===== config.mk =====
export PLATFORM = sky130hd
export DESIGN_NAME = stone_ram_arbiter
export DESIGN_NICKNAME = d
export VERILOG_FILES = /design/src/rtl/stone_ram_arbiter_pkg.sv /design/src/rtl/stone_arb_select.sv /design/src/rtl/stone_ram_arbiter.sv
export SDC_FILE = /design/constraint.sdc
export NUM_CORES = 1
export LEC_CHECK = 0
export BUFFER_PORTS_ARGS = -buffer_cell sky130_fd_sc_hd__buf_2
export CAP_MARGIN = 30
export CELL_PAD_IN_SITES_DETAIL_PLACEMENT = 1
export CELL_PAD_IN_SITES_GLOBAL_PLACEMENT = 2
export CORE_MARGIN = 5
export CORE_UTILIZATION = 23
export CTS_CLUSTER_SIZE = 30
export DETAILED_ROUTE_END_ITERATION = 8
export PLACE_DENSITY_LB_ADDON = 0.1
export SKIP_LAST_GASP = 1
export SLEW_MARGIN = 5
export SYNTH_ARGS = -nofsm -noshare
export SYNTH_HDL_FRONTEND = slang
export SYNTH_SLANG_ARGS = --single-unit

===== constraint.sdc =====
create_clock -name clock -period 3.4 [get_ports clock]
set_clock_uncertainty 0.1 [all_clocks]
set_input_delay 0.34 -clock clock [delete_from_list [all_inputs] [get_ports clock]]
set_output_delay 0.34 -clock clock [all_outputs]
set_load 0.02 [all_outputs]

===== src/rtl/stone_ram_arbiter_pkg.sv =====
// Shared game package: grant-owner and arbiter FSM encodings, plus a helper
// that maps an owner to its per-port ack vector.
package stone_ram_arbiter_pkg;

    localparam int unsigned OWN_W   = 2;
    localparam int unsigned PORTS_N = 3;

    // Owner encoding as seen on the owner output
    typedef enum logic [OWN_W-1:0] {
        OWN_NONE = 2'd0,
        OWN_DRAW = 2'd1,
        OWN_R0   = 2'd2,
        OWN_R1   = 2'd3
    } owner_e;

    // Access sequencer states
    typedef enum logic [1:0] {
        IDLE  = 2'd0,
        ISSUE = 2'd1,
        WAIT  = 2'd2,
        DONE  = 2'd3
    } state_e;

    // Ack vector ordered {rope1, rope0, draw}
    function automatic logic [PORTS_N-1:0] own_onehot(input owner_e own);
        logic [PORTS_N-1:0] v;
        v = '0;
        case (own)
            OWN_DRAW: v = 3'b001;
            OWN_R0:   v = 3'b010;
            OWN_R1:   v = 3'b100;
            default:  v = 3'b000;
        endcase
        return v;
    endfunction

endpackage


===== src/rtl/stone_arb_select.sv =====
// Grant selection for the stone RAM arbiter: draw has priority, the two rope
// ports share round-robin, and a rope port overrides draw once draw has won
// DRAW_HOLD_MAX consecutive grants while a rope was waiting.
// Ports:
//   clock, resetn        : clock, synchronous active-low reset
//   i_d_req/i_r0_req/... : pending requests
//   i_grant              : the current selection is being committed this cycle
//   o_sel_c              : selected owner (combinational)
module stone_arb_select
    import stone_ram_arbiter_pkg::*;
#(
    parameter int unsigned DRAW_HOLD_MAX = 8
) (
    input  logic   clock,
    input  logic   resetn,
    input  logic   i_d_req,
    input  logic   i_r0_req,
    input  logic   i_r1_req,
    input  logic   i_grant,
    output owner_e o_sel_c
);

    localparam int unsigned CNT_W = $clog2(DRAW_HOLD_MAX + 1);

    logic             r_ptr;   // 0: rope 0 goes next on a tie, 1: rope 1
    logic [CNT_W-1:0] r_cnt;   // consecutive draw grants with a rope waiting
    logic             w_rope_req;
    logic             w_starved;
    owner_e           w_rope;

    // With two ropes the one not served most recently is the older waiter,
    // so the round-robin pointer also resolves the starvation override.
    always_comb begin
        w_rope_req = i_r0_req | i_r1_req;
        w_starved  = w_rope_req && (r_cnt >= CNT_W'(DRAW_HOLD_MAX));
        if (i_r0_req && i_r1_req) begin
            w_rope = r_ptr ? OWN_R1 : OWN_R0;
        end else if (i_r0_req) begin
            w_rope = OWN_R0;
        end else if (i_r1_req) begin
            w_rope = OWN_R1;
        end else begin
            w_rope = OWN_NONE;
        end
        o_sel_c = (i_d_req && !w_starved) ? OWN_DRAW : w_rope;
    end

    // Pointer moves away from the rope just served; streak clears on any
    // rope grant or on a draw grant with no rope waiting.
    always_ff @(posedge clock) begin
        if (!resetn) begin
            r_ptr <= 1'b0;
            r_cnt <= '0;
        end else if (i_grant) begin
            case (o_sel_c)
                OWN_DRAW: r_cnt <= w_rope_req ? r_cnt + CNT_W'(1) : '0;
                OWN_R0: begin
                    r_ptr <= 1'b1;
                    r_cnt <= '0;
                end
                OWN_R1: begin
                    r_ptr <= 1'b0;
                    r_cnt <= '0;
                end
                default: ;
            endcase
        end
    end

endmodule


===== src/rtl/stone_ram_arbiter.sv =====
// Three-port arbiter in front of a single-port stone RAM with one-cycle read
// latency: a read-only draw port and two read/write rope ports. Each access
// walks IDLE -> ISSUE -> WAIT -> DONE; a rope holding lock+req in DONE keeps
// the RAM for a follow-up access without re-arbitration.
// Ports:
//   clock, resetn                  : clock, synchronous active-low reset
//   d_req, d_addr                  : draw read request
//   rN_req/lock/wren/addr/wdata    : rope N request, hold, write flag, payload
//   d_ack, r0_ack, r1_ack          : one-cycle completion pulses (DONE)
//   rdata                          : read data / pre-write contents, valid with ack
//   ram_address/ram_data/ram_wren  : RAM command; ram_q returns read data
//   owner                          : 0 none, 1 draw, 2 rope0, 3 rope1
module stone_ram_arbiter
    import stone_ram_arbiter_pkg::*;
#(
    parameter int unsigned ADDR_W        = 4,
    parameter int unsigned DATA_W        = 32,
    parameter int unsigned DRAW_HOLD_MAX = 8
) (
    input  logic              clock,
    input  logic              resetn,
    input  logic              d_req,
    input  logic [ADDR_W-1:0] d_addr,
    input  logic              r0_req,
    input  logic              r0_lock,
    input  logic              r0_wren,
    input  logic [ADDR_W-1:0] r0_addr,
    input  logic [DATA_W-1:0] r0_wdata,
    input  logic              r1_req,
    input  logic              r1_lock,
    input  logic              r1_wren,
    input  logic [ADDR_W-1:0] r1_addr,
    input  logic [DATA_W-1:0] r1_wdata,
    output logic              d_ack,
    output logic              r0_ack,
    output logic              r1_ack,
    output logic [DATA_W-1:0] rdata,
    output logic [ADDR_W-1:0] ram_address,
    output logic [DATA_W-1:0] ram_data,
    output logic              ram_wren,
    input  logic [DATA_W-1:0] ram_q,
    output logic [OWN_W-1:0]  owner
);

    state_e             r_state;
    owner_e             r_owner;
    logic [ADDR_W-1:0]  r_addr;
    logic [DATA_W-1:0]  r_wdata;
    logic               r_ram_wren;
    logic [DATA_W-1:0]  r_rdata;
    logic [PORTS_N-1:0] r_ack;

    owner_e             w_sel;
    owner_e             w_next_own;
    logic               w_grant;
    logic               w_lock_cont;
    logic [ADDR_W-1:0]  w_pl_addr;
    logic               w_pl_wren;
    logic [DATA_W-1:0]  w_pl_wdata;

    stone_arb_select #(
        .DRAW_HOLD_MAX (DRAW_HOLD_MAX)
    ) u_select (
        .clock    (clock),
        .resetn   (resetn),
        .i_d_req  (d_req),
        .i_r0_req (r0_req),
        .i_r1_req (r1_req),
        .i_grant  (w_grant),
        .o_sel_c  (w_sel)
    );

    // Payload source: the arbitration winner in IDLE, the current owner otherwise
    always_comb begin
        w_grant     = (r_state == IDLE) && (w_sel != OWN_NONE);
        w_lock_cont = ((r_owner == OWN_R0) && r0_lock && r0_req) ||
                      ((r_owner == OWN_R1) && r1_lock && r1_req);
        w_next_own  = (r_state == IDLE) ? w_sel : r_owner;
        w_pl_addr   = d_addr;
        w_pl_wren   = 1'b0;
        w_pl_wdata  = '0;
        case (w_next_own)
            OWN_R0: begin
                w_pl_addr  = r0_addr;
                w_pl_wren  = r0_wren;
                w_pl_wdata = r0_wdata;
            end
            OWN_R1: begin
                w_pl_addr  = r1_addr;
                w_pl_wren  = r1_wren;
                w_pl_wdata = r1_wdata;
            end
            default: ;
        endcase
    end

    // Access sequencer; latched address/data are held (not reset) so the RAM
    // command lines stay put across a reset.
    always_ff @(posedge clock) begin
        if (!resetn) begin
            r_state    <= IDLE;
            r_owner    <= OWN_NONE;
            r_ram_wren <= 1'b0;
            r_rdata    <= '0;
            r_ack      <= '0;
        end else begin
            r_ack      <= '0;
            r_ram_wren <= 1'b0;
            case (r_state)
                IDLE: begin
                    if (w_grant) begin
                        r_owner    <= w_sel;
                        r_addr     <= w_pl_addr;
                        r_wdata    <= w_pl_wdata;
                        r_ram_wren <= w_pl_wren;
                        r_state    <= ISSUE;
                    end
                end
                ISSUE: r_state <= WAIT;
                WAIT: begin
                    r_rdata <= ram_q;
                    r_ack   <= own_onehot(r_owner);
                    r_state <= DONE;
                end
                DONE: begin
                    if (w_lock_cont) begin
                        r_addr     <= w_pl_addr;
                        r_wdata    <= w_pl_wdata;
                        r_ram_wren <= w_pl_wren;
                        r_state    <= ISSUE;
                    end else begin
                        r_owner <= OWN_NONE;
                        r_state <= IDLE;
                    end
                end
                default: r_state <= IDLE;
            endcase
        end
    end

    assign ram_address = r_addr;
    assign ram_data    = r_wdata;
    // Reset kills a write in flight at the same edge it is asserted
    assign ram_wren    = r_ram_wren & resetn;
    assign rdata       = r_rdata;
    assign owner       = r_owner;
    assign {r1_ack, r0_ack, d_ack} = r_ack;

endmodule


==> results of run 1 <==
==> power groups by stage <==
stage | Sequential, W | Clock (W) | Combinational, W
global route | 0.00148 | 0.000988 | 0.00157
detailed placement | 0.00147 | 0 | 0.00147
CTS | 0.00145 | 0.000946 | 0.00148
floorplan | 0.00174 | 0 | 0.000709
global placement | 0.00146 | 0 | 0.00145
finish | 0.00145 | 0.000906 | 0.00145
==> routing by layer <==
metal / part of all wire / wire length (microns)
met2: 0.46 / 5240
met1: 0.43 / 4910
met3: 0.098 / 1120
met5: 0 / 0
met4: 0.012 / 136
==> flip-flops by register name, summed over array words and instances (netlist names) <==
signal / flops
r_ack: 3
r_ram_wren: 1
ram_address: 4
r_state: 2
owner: 2
u_select.r_ptr: 1
rdata: 32
u_select.r_cnt: 4
ram_data: 32
==> how the worst max path moves through the flow <==
stage	to
after floorplan	ram_address[0]
after global placement	ram_data[2]
after detailed placement	ram_data[9]
after CTS	ram_data[9]
after global routing	ram_data[1]
final	ram_data[2]
==> layout make-up <==
type / count / share of cell area
Timing Repair Buffer: 196 / 0.205
Clock buffer: 12 / 0.0510
Tap cell: 184 / 0.0474
Clock inverter: 4 / 0.00567
Inverter: 6 / 0.00464
Multi-Input combinational cell: 179 / 0.278
Sequential cell: 81 / 0.408
==> kinds of logic (layout without fill, tap and decap cells) <==
| logic type | after synthesis | after routing | share of synthesized area |
|---|---|---|---|
| adders and majority gates | 5 | 5 | 0.0181 |
| and+or+nand+nor | 81 | 81 | 0.135 |
| buffers and inverters | 28 | 218 | 0.0415 |
| muxes | 34 | 34 | 0.0983 |
| AOI/OAI and AO/OA | 59 | 59 | 0.135 |
| DFF | 81 | 81 | 0.572 |
==> metrics by stage <==
| stage | cells | area (sq um) |
|---|---|---|
| global placement | 646 | 4580 |
| global route | 662 | 4860 |
| floorplan | 288 | 3460 |
| finish | 662 | 4860 |
| detailed placement | 646 | 4580 |
| CTS | 662 | 4860 |
==> placed cells by master, fill, tap and decap left out, types with 2 or more instances in the layout <==
master and instances:
a21boi_0 2, a21oi_1 2, a22o_1 32, a22oi_1 5, a31oi_1 3, a41o_1 2
and2_1 2, and3b_1 2, buf_2 190, buf_4 6, clkbuf_16 9, dfxtp_1 45
edfxtp_1 36, ha_1 4, inv_1 6, mux2i_1 34, nand2_1 13, nand2b_1 4
nand3_1 6, nor2_1 8, nor2b_1 38, nor3b_1 2, o21ai_0 6
==> worst reg2reg max path, cell delays in order (launching register included) <==
cell,delay [ps]
dfxtp_1,340
inv_1,90
ha_1,510
nor4b_2,460
nand2b_1,210
a21oi_4,40
buf_4,300
==> run metrics, run 1 <==
r2r setup slk=~1000 ps; top cells by count, synth=dfxtp_1 (45), nor2b_1 (38), edfxtp_1 (36); CTS Buffer Depth=2; drt drc=0; Most used DFF post-synth=dfxtp_1; hpwl dp=about 8.4 mm; Reg clk slew, reported paths=~60 ps; Cells after Synth=between 200 and 300; EDFF count, synth=36; Initial DRC Count=98; Final nets=~600; number of port buffers=190; fin util=0.332; Initial Util=0.237; Setup TNS=0 ps; RSZ-0062 raised after global routing=false; min-delay src=ram_q[7]; Sw Share=0.368; Max stage delay cell, worst path=ha_1; ANT cells=0; # setup viols final=0; remaining global-route overflow=0; Top delay family on crit path=simple AND/OR/NAND/NOR gates; Synth Cell Area=around 3500 sq um; register bit total from synthesis=slightly above 80; Total Routed Length=about 11 mm; Rel. slew slack=0.431; Total Power=around 0.0038 W; area of the multi-input gates=approximately 1400 sq um; routed wire length per instance=around 17 microns; vias per inst=around 4.4; core area=between 10000 and 15000 sq um; layout cells sized above 1=0.452; met3 usage=0.0520; die area=roughly 18000 sq um; area delta synth->final=40.2%; fmax=about 0.42 GHz; RD Place Congestion=roughly 0.74; CTS Buf Count=9; Final Max Slew Viols=0; CP Launch Point=r_state[1]; fin worst setup slack=1040 ps; Syn. warnings=0; WS Path Type=flop to flop; Combinational Power Share=0.381; Setup Buffers After CTS=0; clk_lat worst skew=roughly 330 ps; hold path depth=3; Pleak=roughly 2.2 nW; Hold WS=between 150 and 200 ps; sw power=about 0.0014 W; vias after detailed routing=roughly 2900; outcome=finished, final reports clean; Reg area=between 1500 and 2000 sq um; post-synth top area share=0.312; FF-to-FF Start=r_state[1]; first-pass GRT wire length=between 15 and 20 mm; post-synthesis cell type count=35; area leader, netlist=edfxtp_1; post-cts sizing count=0; Cell Chain, Critical Path=inv_1 -> ha_1 -> nor4b_2 -> nand2b_1 -> a21oi_4 -> buf_4; Mean Syn Cell Area=12.0 sq um; Clock power frac=0.238; arrival time worst endpoint=approximately 2300 ps; Overall Global Routing Usage=0.127; nature of the critical path endpoint=flop; CP startpoint kind=flop; # Max-Cap Violations=0; buffers and inverters on the worst path=2; H-tree depth=3; critical path depth=6; Post-synth ARST share=0; CTS tree=done; Tcrit/Tclk final=0.695; Clock Sinks=between 80 and 90; Die Ht=roughly 130 microns; synth top area cells=edfxtp_1 (31%), dfxtp_1 (26%), mux2i_1 (9.8%), a22o_1 (8.1%), nor2b_1 (6.9%); first drt pass iteration count=4; CTS hold repair buffers=0; Final Hold Vio Count=0; clock root buffer=clkbuf_16; Die Span X=approximately 130 microns; post-route minimum period=2360 ps; initial antenna violation count=0; PD cells=782 nW/um^2; most frequent cell after synthesis=dfxtp_1; sequential fraction of design power=0.381; reg2reg end=ram_data[2]; internal power=roughly 0.0024 W; met1 usage=0.150; Worst Reg-to-Reg Cells=6; Top Ports=191; filler instances=between 1500 and 2000; pre-CTS setup slack=roughly 1100 ps; pin count of the biggest net entering global routing=37; net count of the mapped netlist=between 400 and 500; vias in the first global route=about 3200; Row Count=44; Min-Delay Path Class=input port to flop; worst path required time=around 3300 ps; post-route ant nets=0; CP max stage delay=~510 ps; gr busiest metal=met2; share of the yosys chip area belonging to registers=0.572; Hold Path Sink=rdata[7]; Slew @ Worst Pin=between 800 and 900 ps; peak supply drop=0.222 mV; GR Layer Usage met2=0.208; crit-path max FO=36
Power figures use the tool's default switching activity.
==> run 2: changes to the inputs <==
- ABC_AREA: not set -> 1
- CORE_UTILIZATION: 23 -> 21
- clock period: 3.4 -> 2.1 ns (I/O delays scaled with it)
==> run 2 against run 1 <==
Against the previous run:
- largest cell class unchanged
- clock power up 83%
- register-to-register slack worse by 800 ps
- sequential power is 67% higher
==> run metrics, run 2 <==
final std cells w/o fill=between 800 and 900; post-synth top area share=0.313; Final Max Slew Viols=0; dpl cells=800; nature of the critical path endpoint=flop; EDFF count, synth=36; Clock Sinks=81; area delta synth->final=53.1%; pre-CTS setup slack=just over 100 ps; layout cells sized above 1=0.354; clock root buffer=clkbuf_16; Overall Global Routing Usage=0.130; number of port buffers=190; crit-path max FO=36; # setup viols final=0; Most used DFF post-synth=dfxtp_1; CTS Buffer Depth=2; Final Hold Vio Count=0; Hold WS=slightly below 40 ps; FF-to-FF Start=r_state[0]; Post-synth ARST share=0; Pleak=2.60 nW; # Max-Cap Violations=0; remaining global-route overflow=0; routed wire length per instance=between 10 and 15 microns; Rel. slew slack=0.633; share of the yosys chip area belonging to registers=0.573; met1 usage=0.168; gr busiest metal=met2; CTS tree=done; worst path required time=roughly 2200 ps; GR Layer Usage met2=0.204; vias after detailed routing=about 3500; hpwl dp=approximately 9.4 mm; Initial DRC Count=between 100 and 150; first drt pass iteration count=4; Initial Util=0.212; top cells by count, synth=nand2_1 (93), nor2_1 (71), nand3_1 (48); arrival time worst endpoint=a little under 2000 ps; RSZ-0062 raised after global routing=false; first-pass GRT wire length=~20 mm; Setup Buffers After CTS=0; filler instances=around 2000; outcome=finished, final reports clean; hold path depth=3; peak supply drop=around 0.44 mV; H-tree depth=3; Cells after Synth=just over 400; Worst Reg-to-Reg Cells=10; r2r setup slk=230 ps; WS Path Type=flop to flop; synth top area cells=edfxtp_1 (31%), dfxtp_1 (26%), nand2_1 (10%), nor2_1 (7.7%), nand3_1 (6.9%); Synth Cell Area=3460 sq um; Final nets=745; Total Routed Length=12.7 mm; initial antenna violation count=0; Slew @ Worst Pin=544 ps; drt drc=0; most common cell after layout, fill and taps aside=buf_2; fin worst setup slack=approximately 230 ps; core area=roughly 16000 sq um; Die Span X=approximately 140 microns; post-synthesis cell type count=22; Row Count=47; PD cells=~1300 nW/um^2; Die Ht=between 100 and 150 microns; ANT cells=0; CTS Buf Count=9; fmax=about 0.53 GHz; reg2reg end=ram_address[1]; RD Place Congestion=about 0.73; vias in the first global route=around 3700; Tcrit/Tclk final=0.890; Mean Syn Cell Area=8.58 sq um; Hold Path Sink=ram_data[9]; vias per inst=~4.2; min-delay src=r1_wdata[9]; net count of the mapped netlist=between 500 and 600; most frequent cells in the layout=buf_2 (190), nand2_1 (93), nor2_1 (70); fin util=0.324; die area=~19000 sq um; CP startpoint kind=flop; post-route ant nets=0; area leader, netlist=edfxtp_1; post-route minimum period=about 1900 ps; pin count of the biggest net entering global routing=39; met3 usage=0.0449; Syn. warnings=0; most frequent cell after synthesis=nand2_1; Top Ports=191; Min-Delay Path Class=input port to flop; Setup TNS=0 ps; register bit total from synthesis=81; clk_lat worst skew=330 ps; Reg clk slew, reported paths=around 60 ps
[run 2: changes by cell type after synthesis, moves of 33 or more]
cell     before  now
nor2_1        8   71
o21ai_0       6   39
mux2i_1      34    0
nand2_1      13   93
nor2b_1      38    0
nand3_1       6   48
[run 2: repair_timing]
item                       CTS  global route
setup endpoints to repair    0            36
hold endpoints to repair    32             0
hold buffers                32             0
resized for setup            0             3
[run 2: how the worst max path moves through the flow]
| stage | from | endpoint | slack (ps) | cells past startpoint |
|---|---|---|---|---|
| 2_1_floorplan | r_state[0] | ram_address[0] | 120 | 6 |
| 3_3_place_gp | r_state[0] | ram_data[10] | 140 | 8 |
| 3_5_place_dp | r_state[0] | ram_data[10] | 100 | 8 |
| 4_1_cts | r_state[0] | ram_data[10] | 80 | 8 |
| 5_1_grt | r_state[0] | ram_address[1] | 40 | 10 |
| 6_report | r_state[0] | ram_address[1] | 230 | 10 |
[run 2: power by group]
group	total [W]	internal (W)	switching (W)
combinational	0.00272	0.000866	0.00186
sequential	0.00242	0.00223	0.000185
clock	0.00166	0.00102	0.000646
[run 2: stage by stage]
step                      cell area, sq um  power, W
final                                 5290   0.00680
after global routing                  5290   0.00728
after CTS                             5290   0.00694
after detailed placement              4650   0.00517
after global placement                4650   0.00513
after floorplan                       3470   0.00424
[run 2: cells by family (layout without fill, tap and decap cells)]
| family | count (synthesis) | count (layout) | share of synthesized area |
|---|---|---|---|
| AOI/OAI and AO/OA | 54 | 54 | 0.0803 |
| xor gates and xnor gates | 1 | 1 | 0.00253 |
| adders and majority gates | 5 | 5 | 0.0181 |
| buffers and inverters | 40 | 265 | 0.0572 |
| DFF | 81 | 81 | 0.573 |
| and+or+nand+nor | 222 | 222 | 0.269 |
[run 2: layout make-up]
type	count	area (sq um)	share of cell area
tap	220	275	0.0520
multi-input combinational	282	1290	0.243
clock buffer	11	264	0.0499
inverter	19	71.3	0.0135
clock inverter	5	51.3	0.00969
timing repair buffer	230	1360	0.258
sequential	81	1980	0.374
[run 2: critical path: stages, from the launching register on]
cell	delay [ps]
dfxtp_1	370
inv_1	90
ha_1	270
inv_2	130
nand2_1	80
o21ai_2	90
inv_2	120
nor2_8	130
buf_12	200
nand2_1	80
nand3_1	70
[run 2: layer usage]
metal | part of all wire | wire length (microns) | vias up
li1 | - | - | 1775
met1 | 0.46 | 5890 | 1611
met2 | 0.45 | 5700 | 140
met3 | 0.074 | 935 | 11
met4 | 0.012 | 152 | 0
met5 | 0 | 0 | -
